<file path="config.mk">
export PLATFORM = sky130hd
export DESIGN_NAME = spi_master_gen
export DESIGN_NICKNAME = d
export VERILOG_FILES = /design/src/rtl/spi_master_gen.sv
export SDC_FILE = /design/constraint.sdc
export NUM_CORES = 1
export LEC_CHECK = 0
export CAP_MARGIN = 0
export CORE_ASPECT_RATIO = 1.75
export CORE_MARGIN = 2
export CORE_UTILIZATION = 54
export CTS_CLUSTER_SIZE = 16
export DETAILED_ROUTE_END_ITERATION = 8
export PLACE_DENSITY = 0.86
export SLEW_MARGIN = 25
export SYNTH_ARGS = -nofsm -noshare
export SYNTH_HDL_FRONTEND = slang
export SYNTH_SLANG_ARGS = --single-unit
</file>
<file path="constraint.sdc">
create_clock -name clk -period 2.2 [get_ports clk]
set_clock_uncertainty 0.05 [all_clocks]
set_input_delay 0.44 -clock clk [delete_from_list [all_inputs] [get_ports clk]]
set_output_delay 0.44 -clock clk [all_outputs]
set_load 0.01 [all_outputs]
</file>
<file path="src/rtl/spi_master_gen.sv">
// spi_master_gen: parametrised full-duplex SPI master, one word per req/ack handshake.
// Define SPI_MASTER_LOOPBACK_EN to add loop_en, which samples D instead of Q.
module spi_master_gen #(
    parameter int DATA_W = 8,
    parameter int DIV    = 2,
    parameter int NCS    = 1,
    localparam int CS_W  = (NCS > 1) ? $clog2(NCS) : 1
) (
    input  logic              clk,
    input  logic              reset,
    input  logic              req,
    input  logic [DATA_W-1:0] data,
    input  logic              cpol,
    input  logic              cpha,
    input  logic [CS_W-1:0]   cs_sel,
    input  logic              last,
`ifdef SPI_MASTER_LOOPBACK_EN
    input  logic              loop_en,
`endif
    input  logic              Q,
    output logic              ack,
    output logic              busy,
    output logic              D,
    output logic              CLK,
    output logic [NCS-1:0]    cs_n,
    output logic [DATA_W-1:0] rdata
);

    typedef enum logic [2:0] {
        S_IDLE,
        S_SETUP,
        S_XFER,
        S_HOLD,
        S_ACK
    } state_e;

    localparam int                DIV_W     = $clog2(DIV + 1);
    localparam int                HALF_W    = $clog2(2 * DATA_W);
    localparam logic [DIV_W-1:0]  DIV_LAST  = DIV_W'(DIV - 1);
    localparam logic [HALF_W-1:0] HALF_LAST = HALF_W'(2 * DATA_W - 1);

    state_e              state_q;
    logic [DIV_W-1:0]    div_q;
    logic [HALF_W-1:0]   half_q;
    logic [DATA_W-1:0]   tx_q;
    logic [DATA_W-1:0]   rx_q;
    logic [DATA_W-1:0]   rdata_q;
    logic                cpol_q;
    logic                cpha_q;
    logic                last_q;
    logic                ack_q;
    logic                busy_q;
    logic                d_q;
    logic                sclk_q;
    logic [NCS-1:0]      cs_n_q;

    logic                div_done;
    logic                sample_bit;
    logic [HALF_W-1:0]   half_d;
    logic [DATA_W-1:0]   tx_d;
    logic [DATA_W-1:0]   rx_d;
    logic [NCS-1:0]      cs_n_d;

    assign div_done = (div_q == DIV_LAST);
    assign half_d   = half_q + 1'b1;
    assign tx_d     = {tx_q[DATA_W-2:0], 1'b0};
    assign rx_d     = {rx_q[DATA_W-2:0], sample_bit};

`ifdef SPI_MASTER_LOOPBACK_EN
    logic loop_en_q;
    assign sample_bit = loop_en_q ? d_q : Q;
`else
    assign sample_bit = Q;
`endif

    // Selecting a new chip select releases every other one on the same edge,
    // so a burst that switches targets never has two selects low.
    // NOTE: the default assignment first keeps this block free of latches.
    always_comb begin
        cs_n_d = '1;
        for (int i = 0; i < NCS; i++) begin
            if (cs_sel == CS_W'(i)) cs_n_d[i] = 1'b0;
        end
    end

    // NOTE: all state is updated with non-blocking assignments so every
    // register sees the pre-edge values of the others.
    always_ff @(posedge clk or posedge reset) begin
        if (reset) begin
            state_q   <= S_IDLE;
            div_q     <= '0;
            half_q    <= '0;
            tx_q      <= '0;
            rx_q      <= '0;
            rdata_q   <= '0;
            cpol_q    <= 1'b0;
            cpha_q    <= 1'b0;
            last_q    <= 1'b0;
            ack_q     <= 1'b0;
            busy_q    <= 1'b0;
            d_q       <= 1'b0;
            sclk_q    <= 1'b0;
            cs_n_q    <= '1;
`ifdef SPI_MASTER_LOOPBACK_EN
            loop_en_q <= 1'b0;
`endif
        end else begin
            ack_q <= 1'b0;
            case (state_q)
                S_IDLE: begin
                    sclk_q <= cpol_q;
                    div_q  <= '0;
                    half_q <= '0;
                    if (req) begin
                        tx_q      <= data;
                        cpol_q    <= cpol;
                        cpha_q    <= cpha;
                        last_q    <= last;
`ifdef SPI_MASTER_LOOPBACK_EN
                        loop_en_q <= loop_en;
`endif
                        d_q       <= data[DATA_W-1];
                        sclk_q    <= cpol;
                        cs_n_q    <= cs_n_d;
                        busy_q    <= 1'b1;
                        state_q   <= S_SETUP;
                    end
                end

                S_SETUP: begin
                    if (div_done) begin
                        div_q   <= '0;
                        half_q  <= '0;
                        sclk_q  <= ~cpol_q;
                        if (!cpha_q) rx_q <= rx_d;
                        state_q <= S_XFER;
                    end else begin
                        div_q <= div_q + 1'b1;
                    end
                end

                // Even half-periods start on a leading edge, odd ones on a trailing
                // edge; sampling happens on the edge selected by cpha, shifting on
                // the other, and the final trailing edge never shifts.
                S_XFER: begin
                    if (div_done) begin
                        div_q <= '0;
                        if (half_q == HALF_LAST) begin
                            sclk_q  <= cpol_q;
                            state_q <= S_HOLD;
                        end else begin
                            half_q <= half_d;
                            sclk_q <= half_d[0] ? cpol_q : ~cpol_q;
                            if (half_d[0] == cpha_q) begin
                                rx_q <= rx_d;
                            end else if (half_d != HALF_LAST) begin
                                tx_q <= tx_d;
                                d_q  <= tx_d[DATA_W-1];
                            end
                        end
                    end else begin
                        div_q <= div_q + 1'b1;
                    end
                end

                S_HOLD: begin
                    sclk_q <= cpol_q;
                    if (div_done) begin
                        div_q   <= '0;
                        if (last_q) cs_n_q <= '1;
                        ack_q   <= 1'b1;
                        rdata_q <= rx_q;
                        state_q <= S_ACK;
                    end else begin
                        div_q <= div_q + 1'b1;
                    end
                end

                S_ACK: begin
                    busy_q  <= 1'b0;
                    state_q <= S_IDLE;
                end

                default: begin
                    busy_q  <= 1'b0;
                    state_q <= S_IDLE;
                end
            endcase
        end
    end

    assign ack   = ack_q;
    assign busy  = busy_q;
    assign D     = d_q;
    assign CLK   = sclk_q;
    assign cs_n  = cs_n_q;
    assign rdata = rdata_q;

endmodule

</file>
==> flow_summary_export.csv, run 1 <==
group,metric,value,unit
clocking,clock_latency,0.29,ns
critical_path,reg2reg_depth,6,
pwr,power,3550,uW
critical_path,reg2reg_from,"half_q[0]",
sta,max-slew-margin-rel,0.667,
logic_synthesis,synth_top_cells_by_area,"dfrtp_1 48%, mux2_4 11%, mux2_1 7.2%",
sta,rsz0062_at_grt,"no",
finish,stdcell_count,245,
sta,hold_ws,0.446,ns
sta,setup_tns,0,ns
critical_path,crit_type,"flop to flop",
grt,grt_use_total,0.202,
die,row_count,29,
sta,tightest_slew,0.499,ns
die,die_x,50.3,microns
logic_synthesis,synth_nets,182,
die,core_area,0.00363,sq mm
worst_hold_path,hold_depth,1,
worst_hold_path,hp-start,"last_q",
clocking,htree_levels,2,
sta,fmax,0.492,GHz
logic_synthesis,synth_top_cell_area_share,0.481,
run,cap_violations,0,
clocking,root_buffer,"clkbuf_8",
worst_hold_path,min-delay-path-class,"flop to flop",
die,boundaryPins,29,
sta,drv_slew,0,
die,start_util,0.559,
logic_synthesis,synth_top_area_cell,"dfrtp_1",
clocking,clock_path_buffers,2,
sta,hold_viol,0,
route,routed_via_density,5.37,
critical_path,startpoint,"half_q[0]",
route,dr.pass1.iters,4,
worst_hold_path,hold_end,"last_q",
pwr,peakVddDrop,0.949,mV
route,routedWlPerCell,15.5,microns
route,dr_total_vias,1316,
die,die_area,0.00428,sq mm
grt,antenna_found_initial,0,
logic_synthesis,ys_types,45,
critical_path,cp.required,2.32,ns
pwr,power.static_leakage,0.00116,uW
finish,drive_above_1_share,0.221,
critical_path,worstPathMaxFanout,8,
logic_synthesis,synth_edf_count,0,
placed_design,place_ws,0.166,ns
critical_path,regToRegEndpoint,"tx_q[6]",
route,drc,0,
finish,antennaDiodeCount,0,
logic_synthesis,mappedNetlistArea,0.00203,sq mm
grt,first_global_vias,1404,
placed_design,place_inst,238,
clocking,cts.sinks,40,
pwr,power_density,1440,mW/mm^2
grt,grt_max_degree,41,
finish,fin_nets,217,
critical_path,worstPathArrival,2.16,ns
placed_design,dp_hpwl,2740,microns
logic_synthesis,syn-instance-count,164,
grt,grt_pass1_wl,6490,microns
sta,fin_crit,2.03,ns
finish,area_growth,21.8,%
logic_synthesis,ys_async_sr_fraction,1.00,
critical_path,cp-end-kind,"flop",
logic_synthesis,synth_warnings,0,
outcome,outcome,"complete, no violations",
die,fp.dieH,85.1,microns
clocking,cts_buffers,5,
logic_synthesis,avgSynthCellArea,12.4,sq um
critical_path,r2r_slack,0.17,ns
route,drt-total-wl,3790,microns
critical_path,start_kind,"flop",
grt,grt.overflow.total,0,
logic_synthesis,synth_sequential_area_ratio,0.494,
sta,setup_viol,0,
route,antenna_left,0,
sta,layout_setup_ws,0.167,ns
clocking,cts_tree,"built",
logic_synthesis,synth_flop_cell,"dfrtp_1",
logic_synthesis,synth-seq-cells,40,
clocking,path_clk_slew,0.07,ns
placed_design,gp_congestion,0.843,
route,drtIter0Drc,28,
sta,fin_crit_sh,0.924,
placed_design,numPortBuffers,28,
## power breakdown
part	leakage [uW]	internal (uW)	switching, uW
registers	0.000496	1070	307
logic	0.000624	1010	712
clock network	0.0000410	215	231
total	0.00116	2300	1250
## logic make-up (layout without fill, tap and decap cells)
kind of cell               after synthesis  count (layout)  share of synthesized area
and+or+nand+nor                         52              52                      0.149
DFF                                     40              40                      0.494
muxes                                   31              31                      0.199
AOI/OAI and AO/OA                       20              20                     0.0839
buffers and inverters                   14              49                     0.0407
xor gates and xnor gates                 5               5                     0.0216
adders and majority gates                2               2                     0.0123
## worst max-delay path by stage
stage / to / slack (ns) / cells past startpoint
4_1_cts: tx_q[6] / 0.16 / 6
2_1_floorplan: D / 0.30 / 7
3_3_place_gp: tx_q[1] / 0.19 / 6
5_1_grt: tx_q[6] / 0.05 / 6
6_report: tx_q[6] / 0.17 / 6
3_5_place_dp: tx_q[6] / 0.17 / 6
## state kept, by name, summed over array words and instances (netlist names)
signal   cells
busy         1
tx_q         7
last_q       1
D            1
div_q        2
rdata        8
half_q       4
rx_q         8
state_q      3
ack          1
cs_n         1
cpha_q       1
CLK          1
cpol_q       1
## cell usage in the layout, fill, tap and decap left out, types with 3 or more instances in the layout
master and n:
a21o_1 3, mux2_1 13, dfrtp_1 38, nor2_1 10, clkdlybuf4s50_1 28, mux2_4 15
xor2_1 5, clkbuf_8 5, buf_4 6, nand2_1 21, inv_1 4
## critical path: stages, from the launching register on
cell and delay, ns:
dfrtp_1 0.45, ha_1 0.29, and3_1 0.29, o21ai_1 0.16, o2111a_1 0.23, buf_12 0.15, mux2_4 0.30
## layer usage
layer,up-vias,global-route usage,share of wire
met1,640,0.225,0.40
met4,0,0.108,0.035
li1,636,-,-
met5,-,0,0
met3,12,0.0528,0.038
met2,28,0.344,0.52
## per-stage QoR
stage | instance area (sq um) | util
CTS | 2470 | 0.680
global placement | 2390 | 0.659
finish | 2470 | 0.681
global route | 2470 | 0.681
floorplan | 2030 | -
detailed placement | 2390 | 0.659
## area by class of cell
type | count | area [sq um]
clock buffers | 6 | 72.6
clock inverters | 1 | 5.00
fillers | 275 | 1160
inverters | 6 | 22.5
multi-input cells | 110 | 943
flip-flops and latches | 40 | 1000
well taps | 46 | 57.6
repair buffers | 36 | 365
## cells in the mapped netlist, types with 3 or more instances
cell,number
inv_1,4
nand2_1,21
mux2_1,13
a21o_1,3
nor2_1,10
xor2_1,5
mux2_4,15
buf_2,3
dfrtp_1,39
buf_6,3
## timing repair
item,in CTS,in global routing
setup buffers,0,0
hold buffers,0,0
endpoints found under the setup margin,0,1
gates resized for setup,0,1
No activity file was read; power rests on OpenSTA's default activity.
==> run 2: changes to the inputs <==
Settings changed: ABC_AREA set to 1, CORE_UTILIZATION 54 to 53, PLACE_DENSITY 0.86 to 0.85.
==> flow_summary_export.csv, run 2 <==
group,metric,value,unit
outcome,outcome,"complete, no violations",
clocking,cts.sinks,40,
grt,grt_use_total,0.205,
pwr,power.static_leakage,0.00119,uW
logic_synthesis,synth_warnings,0,
clocking,cts_hold_buf,0,
sta,drv_slew,0,
critical_path,worstPathMaxFanout,2,
finish,final_cell_mix,"86 x nand2_1, 39 x dfrtp_1, 28 x clkdlybuf4s50_1",
route,dr.pass1.iters,5,
finish,stdcell_count,321,
sta,fin_crit_sh,0.846,
sta,fmax,0.537,GHz
grt,antenna_found_initial,0,
route,antenna_left,0,
critical_path,cp-end-kind,"primary output",
clocking,clock_latency,0.30,ns
logic_synthesis,synth_top_area_cell,"dfrtp_1",
sta,setup_viol,0,
die,start_util,0.548,
finish,area_growth,22.6,%
pwr,peakVddDrop,0.874,mV
clocking,clock_path_buffers,2,
grt,grt.overflow.total,0,
grt,grt_max_degree,41,
critical_path,max_stage_delay,0.53,ns
grt,first_global_vias,1526,
worst_hold_path,min-delay-path-class,"flop to flop",
logic_synthesis,syn-instance-count,241,
die,core_area,0.00359,sq mm
clocking,cts_setup_buffers,0,
run,cap_violations,0,
finish,drive_above_1_share,0.138,
logic_synthesis,ys_types,26,
critical_path,critPathBufInv,1,
grt,grt_busiest_layer,"met2",
logic_synthesis,synth_nets,259,
placed_design,dp_hpwl,2810,microns
route,dr_total_vias,1623,
logic_synthesis,synth_common_cells,"86 x nand2_1, 39 x dfrtp_1, 21 x inv_1, 17 x nand3_1, 14 x o21ai_1",
logic_synthesis,synth.most_common_cell,"nand2_1",
critical_path,crit_family,"flip-flops",
pwr,power_density,1360,mW/mm^2
finish,layout_commonest_cell,"nand2_1",
clocking,path_clk_slew,0.09,ns
route,routedWlPerCell,12.2,microns
placed_design,gp_congestion,0.986,
sta,tightest_slew,0.485,ns
die,fp.dieH,84.6,microns
critical_path,worstPathArrival,1.37,ns
die,die_x,50.1,microns
grt,grtUsageMet1,0.229,
grt,grtUsageMet2,0.343,
logic_synthesis,synth_top_cell_area_share,0.496,
clocking,htree_levels,2,
logic_synthesis,ys_async_sr_fraction,1.00,
sta,setup_tns,0,ns
critical_path,cp_slowest_cell,"dfstp_2",
route,routed_via_density,5.06,
placed_design,numPortBuffers,28,
logic_synthesis,synth_edf_count,0,
die,row_count,29,
critical_path,start_kind,"flop",
logic_synthesis,synth_sequential_area_ratio,0.509,
logic_synthesis,synth_top_cells_by_area,"dfrtp_1 50%, nand2_1 16%, nand3_1 4.3%",
route,drc,0,
clocking,cts_buffers,5,
die,boundaryPins,29,
die,die_area,0.00424,sq mm
sta,fin_crit,1.86,ns
sta,rsz0062_at_grt,"no",
sta,hold_viol,0,
logic_synthesis,mappedNetlistArea,0.00197,sq mm
critical_path,crit_type,"flop to primary output",
clocking,cts-resized-gates,0,
grt,grt_use_met3,0.0480,
finish,antennaDiodeCount,0,
sta,max-slew-margin-rel,0.677,
grt,grt_pass1_wl,6470,microns
logic_synthesis,synth_flop_cell,"dfrtp_1",
finish,fin_nets,292,
route,drt-total-wl,3910,microns
logic_synthesis,avgSynthCellArea,8.17,sq um
clocking,cts_tree,"built",
logic_synthesis,synth-seq-cells,40,
clocking,root_buffer,"clkbuf_8",
route,drtIter0Drc,53,
placed_design,place_inst,313,
critical_path,cp.required,1.71,ns
critical_path,path_cells,"clkdlybuf4s50_1",
-- run 2: cell type report --
type / count / area [sq um]
Clock inverter: 3 / 46.3
Sequential cell: 40 / 1000
Fill cell: 290 / 1180
Clock buffer: 5 / 68.8
Tap cell: 46 / 57.6
Inverter: 26 / 97.6
Timing Repair Buffer: 31 / 303
Multi-Input combinational cell: 170 / 838
-- run 2: cells by family (layout without fill, tap and decap cells) --
| family | after synthesis | in the layout | share of synthesized area |
|---|---|---|---|
| compound gates | 31 | 31 | 0.0940 |
| xor+xnor | 2 | 2 | 0.00890 |
| fa+ha+maj | 2 | 2 | 0.0127 |
| buf+inv | 31 | 65 | 0.0654 |
| flops | 40 | 40 | 0.509 |
| mux | 1 | 1 | 0.00572 |
| simple gates | 134 | 134 | 0.304 |
-- run 2: worst paths after layout --
check	from	to	slack, ns	cells past startpoint
worst max-delay path	cs_n	cs_n	0.34	1
worst min-delay path	rdata[7]	rdata[7]	0.43	2
worst max register to register	half_q[0]	rx_q[3]	0.44	7
worst min register to register	rdata[7]	rdata[7]	0.43	2
max in group asynchronous	reset	cs_n	1.23	3
min in group asynchronous	reset	tx_q[0]	0.51	3
-- run 2: metrics by stage --
stage          instance area, sq um  setup WS (ns)   util  power (uW)  hold slack, ns
5_1_grt                        2410          0.296  0.672        3520           0.454
6_report                       2410          0.339  0.672        3270           0.430
2_1_floorplan                  1970          0.656      -        2230           0.392
4_1_cts                        2410          0.328  0.672        3300           0.432
3_3_place_gp                   2300          0.358  0.640        2620           0.407
3_5_place_dp                   2300          0.336  0.640        2660           0.411
-- run 2: layer usage --
metal | wire [microns] | up-vias
met5 | 0 | -
met1 | 1510 | 743
met3 | 169 | 14
met2 | 2090 | 48
met4 | 139 | 0
li1 | - | 818
-- run 2: report_power, final --
| group | internal, uW | total, uW | switching, uW |
|---|---|---|---|
| sequential | 1020 | 1210 | 193 |
| combinational | 567 | 1440 | 873 |
| clock | 342 | 621 | 279 |
==> variant 1: new RTL, config.mk and constraints of run 1 <==
The parameter `DIV` goes from 2 to 1.
--- a/src/rtl/spi_master_gen.sv
+++ b/src/rtl/spi_master_gen.sv
@@ -2,7 +2,7 @@
 // Define SPI_MASTER_LOOPBACK_EN to add loop_en, which samples D instead of Q.
 module spi_master_gen #(
     parameter int DATA_W = 8,
-    parameter int DIV    = 2,
+    parameter int DIV    = 1,
     parameter int NCS    = 1,
     localparam int CS_W  = (NCS > 1) ? $clog2(NCS) : 1
 ) (
Behaviour: not the same (a bounded check fails within 4 cycles, from zero or initial values and one cycle with reset high).
==> variant 1 against run 1 <==
- routed wire length decreased by 6.8%
- setup slack got worse by 59 ps
- power decreased by 9.5%
- area after synthesis is 14% lower
- fmax decreased by 2.8%
- count of clock-buffer cells in the layout is 1 higher
- critical endpoint is now rx_q[5]$_DFFE_PP0P_
- design area shrank 11%
- die area is 13% lower
- global-route usage increased by 2.7 points
- sequential cell count is 2 lower
==> variant 1: results (changes against run 1) <==
.. list-table::
   :header-rows: 1

   * - Metric
     - Value
   * - Hold Slack
     - 434 ps (-12.1 ps)
   * - Ranking of synthesized cells by area
     - sky130_fd_sc_hd__dfrtp_1 (53%), sky130_fd_sc_hd__mux2_2 (16%), sky130_fd_sc_hd__nand2_1 (6.2%), sky130_fd_sc_hd__a21oi_1 (1.7%), sky130_fd_sc_hd__dfstp_2 (1.5%)
   * - Static leakage power
     - 0.962 nW (-17%)
   * - Detail-routed net length per standard cell
     - 15.2 um (-1.6%)
   * - Outcome
     - completed
   * - Hold path startpoint
     - rdata[1]$_DFFE_PP0P_
   * - First-pass GRT wire length
     - 5950 um (-8.4%)
   * - Number of different library cells in the post-synthesis netlist
     - 35 (-22%)
   * - Met2 track demand over resource
     - 0.397 (+0.0528)
   * - Worst-case register-to-register setup slack
     - 110 ps (-60 ps)
   * - GRT Resource Usage Total
     - 0.229 (+0.0272)
   * - Clk pwr share
     - 0.152 (+0.026)
   * - Met3 track demand over resource
     - 0.0477 (-0.00509)
   * - Met1 routed wirelength after detailed routing
     - 1290 um (-15%)
   * - Maximum number of pins on one net before global-route repair
     - 39 (-4.9%)
   * - Met3 routed WL
     - 88 um (-39%)
   * - Post-DP Area
     - 2100 sq um (-12%)
   * - Placer congestion estimate
     - 0.804 (-4.6%)
   * - Count of nets after finishing
     - 206 (-5.1%)
   * - Met1 layer usage reported by global route
     - 0.251 (+0.0259)
   * - Fill count
     - 242 (-12%)
   * - Power consumption
     - 0.00321 W (-9.5%)
   * - Routed via count
     - 1217 (-7.5%)
   * - Internal power contribution
     - 0.00209 W (-9.0%)
   * - WP data arrival
     - 2210 ps (+50 ps)
   * - Total placed cells including tap cells
     - 224 (-5.9%)
   * - Pre-CTS setup slack
     - 124 ps (-42.0 ps)
   * - Via count of the first global-routing pass
     - 1327 (-5.5%)
   * - Worst vdd ir
     - 969 uV (+2.0%)
   * - Violation count after the first detailed-routing iteration
     - 20 (-29%)
   * - Peak clock frequency supported by timing
     - 478 MHz (-2.8%)
   * - Number of vias per cell
     - 5.25 (-2.3%)
   * - Worst slew margin relative to its limit
     - 0.686 (+0.0191)
variant 1: critical path, cell delays in order (launching register included):
cell,delay [ps]
sky130_fd_sc_hd__dfrtp_1,440
sky130_fd_sc_hd__ha_1,280
sky130_fd_sc_hd__a31o_2,310
sky130_fd_sc_hd__nor3b_1,200
sky130_fd_sc_hd__a21oi_1,100
sky130_fd_sc_hd__nor2_4,230
sky130_fd_sc_hd__mux2_2,370
variant 1: kinds of logic after synthesis:
family / after synthesis / share of synthesized area
xor+xnor: 5 / 0.0294
fa+ha+maj: 2 / 0.0143
flops: 38 / 0.546
simple gates: 47 / 0.130
buf+inv: 12 / 0.0287
mux: 26 / 0.167
compound gates: 22 / 0.0846
variant 1: cell type report:
class / count / area, sq um / area share
inverters: 8 / 30.0 / 0.0137
multi-input cells: 102 / 743 / 0.340
repair buffers: 33 / 318 / 0.145
clock buffers: 7 / 86.3 / 0.0395
flip-flops and latches: 38 / 952 / 0.435
well taps: 43 / 53.8 / 0.0246
clock inverters: 1 / 5.00 / 0.00229
==> variant 2: new RTL, config.mk and constraints of run 1 <==
Without the edit above. Make the reset (`reset`) synchronous in one clocked block.
--- a/src/rtl/spi_master_gen.sv
+++ b/src/rtl/spi_master_gen.sv
@@ -85,7 +85,7 @@
 
     // NOTE: all state is updated with non-blocking assignments so every
     // register sees the pre-edge values of the others.
-    always_ff @(posedge clk or posedge reset) begin
+    always_ff @(posedge clk) begin
         if (reset) begin
             state_q   <= S_IDLE;
             div_q     <= '0;
Formal check against the unedited RTL: differs if reset is asserted again (counterexample within 4 cycles, from zero or initial values and one cycle with reset high); with reset held inactive, the same outputs for 10 cycles.
==> variant 2 against run 1 <==
- hold slack worse by 38 ps
- non-clock buffer count is 3 higher
- design area is 1.5% lower
- setup slack better by 27 ps
- sequential cell count stayed put
- area after synthesis is 1.5% lower
- routed wire length is 6.2% higher
- critical path depth is 1 lower
- count of clock-buffer cells in the layout stayed put
Power is not compared: it rests on default switching activity, and its combinational part moved more than twofold at a synthesized area within 25%.
==> variant 2: results (changes against run 1) <==
.. list-table::
   :header-rows: 1

   * - Metric
     - Value
   * - Pre-CTS setup slack
     - 209 ps (+43.3 ps)
   * - GRT Resource Usage Total
     - 0.213 (+0.0113)
   * - Top post-synthesis cells by count
     - sky130_fd_sc_hd__dfxtp_1 (40), sky130_fd_sc_hd__nor2_1 (30), sky130_fd_sc_hd__mux2i_1 (28), sky130_fd_sc_hd__nand2_1 (15), sky130_fd_sc_hd__nor2b_1 (11)
   * - Routed via count
     - 1598 (+21%)
   * - Slowest cell on crit path
     - sky130_fd_sc_hd__dfxtp_1
   * - Number of different library cells in the post-synthesis netlist
     - 46 (+2.2%)
   * - Post-DP Area
     - 2350 sq um (-1.5%)
   * - Maximum number of pins on one net before global-route repair
     - 19 (-54%)
   * - Met3 track demand over resource
     - 0.0552 (+0.00234)
   * - Mean instance size in the synthesized netlist
     - 9.74 sq um (-21%)
   * - Met2 track demand over resource
     - 0.353 (+0.00823)
   * - First-pass GRT wire length
     - 6930 um (+6.7%)
   * - Met1 layer usage reported by global route
     - 0.249 (+0.0246)
   * - Fraction of the yosys area taken by sequential cells
     - 0.401 (-0.0931)
   * - Syn nets
     - 223 (+23%)
   * - Outcome
     - completed
   * - Share of async-settable or async-resettable flops after synthesis
     - 0 (-1.00)
   * - Violation count after the first detailed-routing iteration
     - 24 (-14%)
   * - WP data arrival
     - 2140 ps (-20 ps)
   * - Count of placed standard cells in the final layout, fillers left out
     - 284 (+16%)
   * - Area grow syn2layout
     - 21.8% (about the same)
   * - Critical-path maximum fanout
     - 9 (+1)
   * - Proportion of layout cells with a drive suffix above 1
     - 0.143 (-0.0782)
   * - Fill count
     - 281 (+2.2%)
   * - Via count of the first global-routing pass
     - 1545 (+10%)
   * - Ranking of synthesized cells by area
     - sky130_fd_sc_hd__dfxtp_1 (40%), sky130_fd_sc_hd__mux2i_1 (14%), sky130_fd_sc_hd__nor2_1 (5.6%), sky130_fd_sc_hd__mux2_4 (5.3%), sky130_fd_sc_hd__nor2b_1 (3.4%)
   * - Count of nets after finishing
     - 256 (+18%)
   * - Detailed-placement wirelength estimate
     - 2930 um (+6.9%)
   * - Met3 routed WL
     - 173 um (+19%)
==> variant 2: power by group through the flow <==
stage                     Sequential, W  Clock (W)  Combinational (W)
after global routing           0.000784   0.000498           0.000296
after detailed placement       0.000796          0           0.000272
after global placement         0.000796          0           0.000266
final                          0.000780   0.000458           0.000273
after CTS                      0.000780   0.000473           0.000274
after floorplan                0.000792          0           0.000184
==> variant 2: worst reg2reg max path, stage by stage, from the launching register on <==
cell	delay [ps]
sky130_fd_sc_hd__dfxtp_1	460
sky130_fd_sc_hd__ha_1	300
sky130_fd_sc_hd__xor2_1	170
sky130_fd_sc_hd__nand3_1	160
sky130_fd_sc_hd__o211ai_4	420
sky130_fd_sc_hd__mux2_4	340
==> variant 2: kinds of logic after synthesis <==
logic type	synth area share
AO/OA/AOI/OAI	0.135
XOR/XNOR	0.0175
adder cells (fa/ha/maj)	0.0182
buffers and inverters	0.0414
flip-flops	0.401
multiplexers	0.193
AND/OR/NAND/NOR	0.194
==> variant 2: layout make-up <==
cell class / count / area share
clock buffers: 6 / 0.0298
multi-input cells: 148 / 0.460
inverters: 4 / 0.00617
flip-flops and latches: 40 / 0.329
well taps: 46 / 0.0237
repair buffers: 39 / 0.149
clock inverters: 1 / 0.00206
==> variant 2: final timing paths <==
path | from | end | slack, ps | cells past startpoint
max | half_q[0]$_SDFFE_PP0P_ | tx_q[4]$_SDFFE_PP0P_ | 190 | 5
min | div_q[1]$_SDFFE_PP0P_ | div_q[1]$_SDFFE_PP0P_ | 410 | 1
max reg2reg | half_q[0]$_SDFFE_PP0P_ | tx_q[4]$_SDFFE_PP0P_ | 190 | 5
min reg2reg | div_q[1]$_SDFFE_PP0P_ | div_q[1]$_SDFFE_PP0P_ | 410 | 1
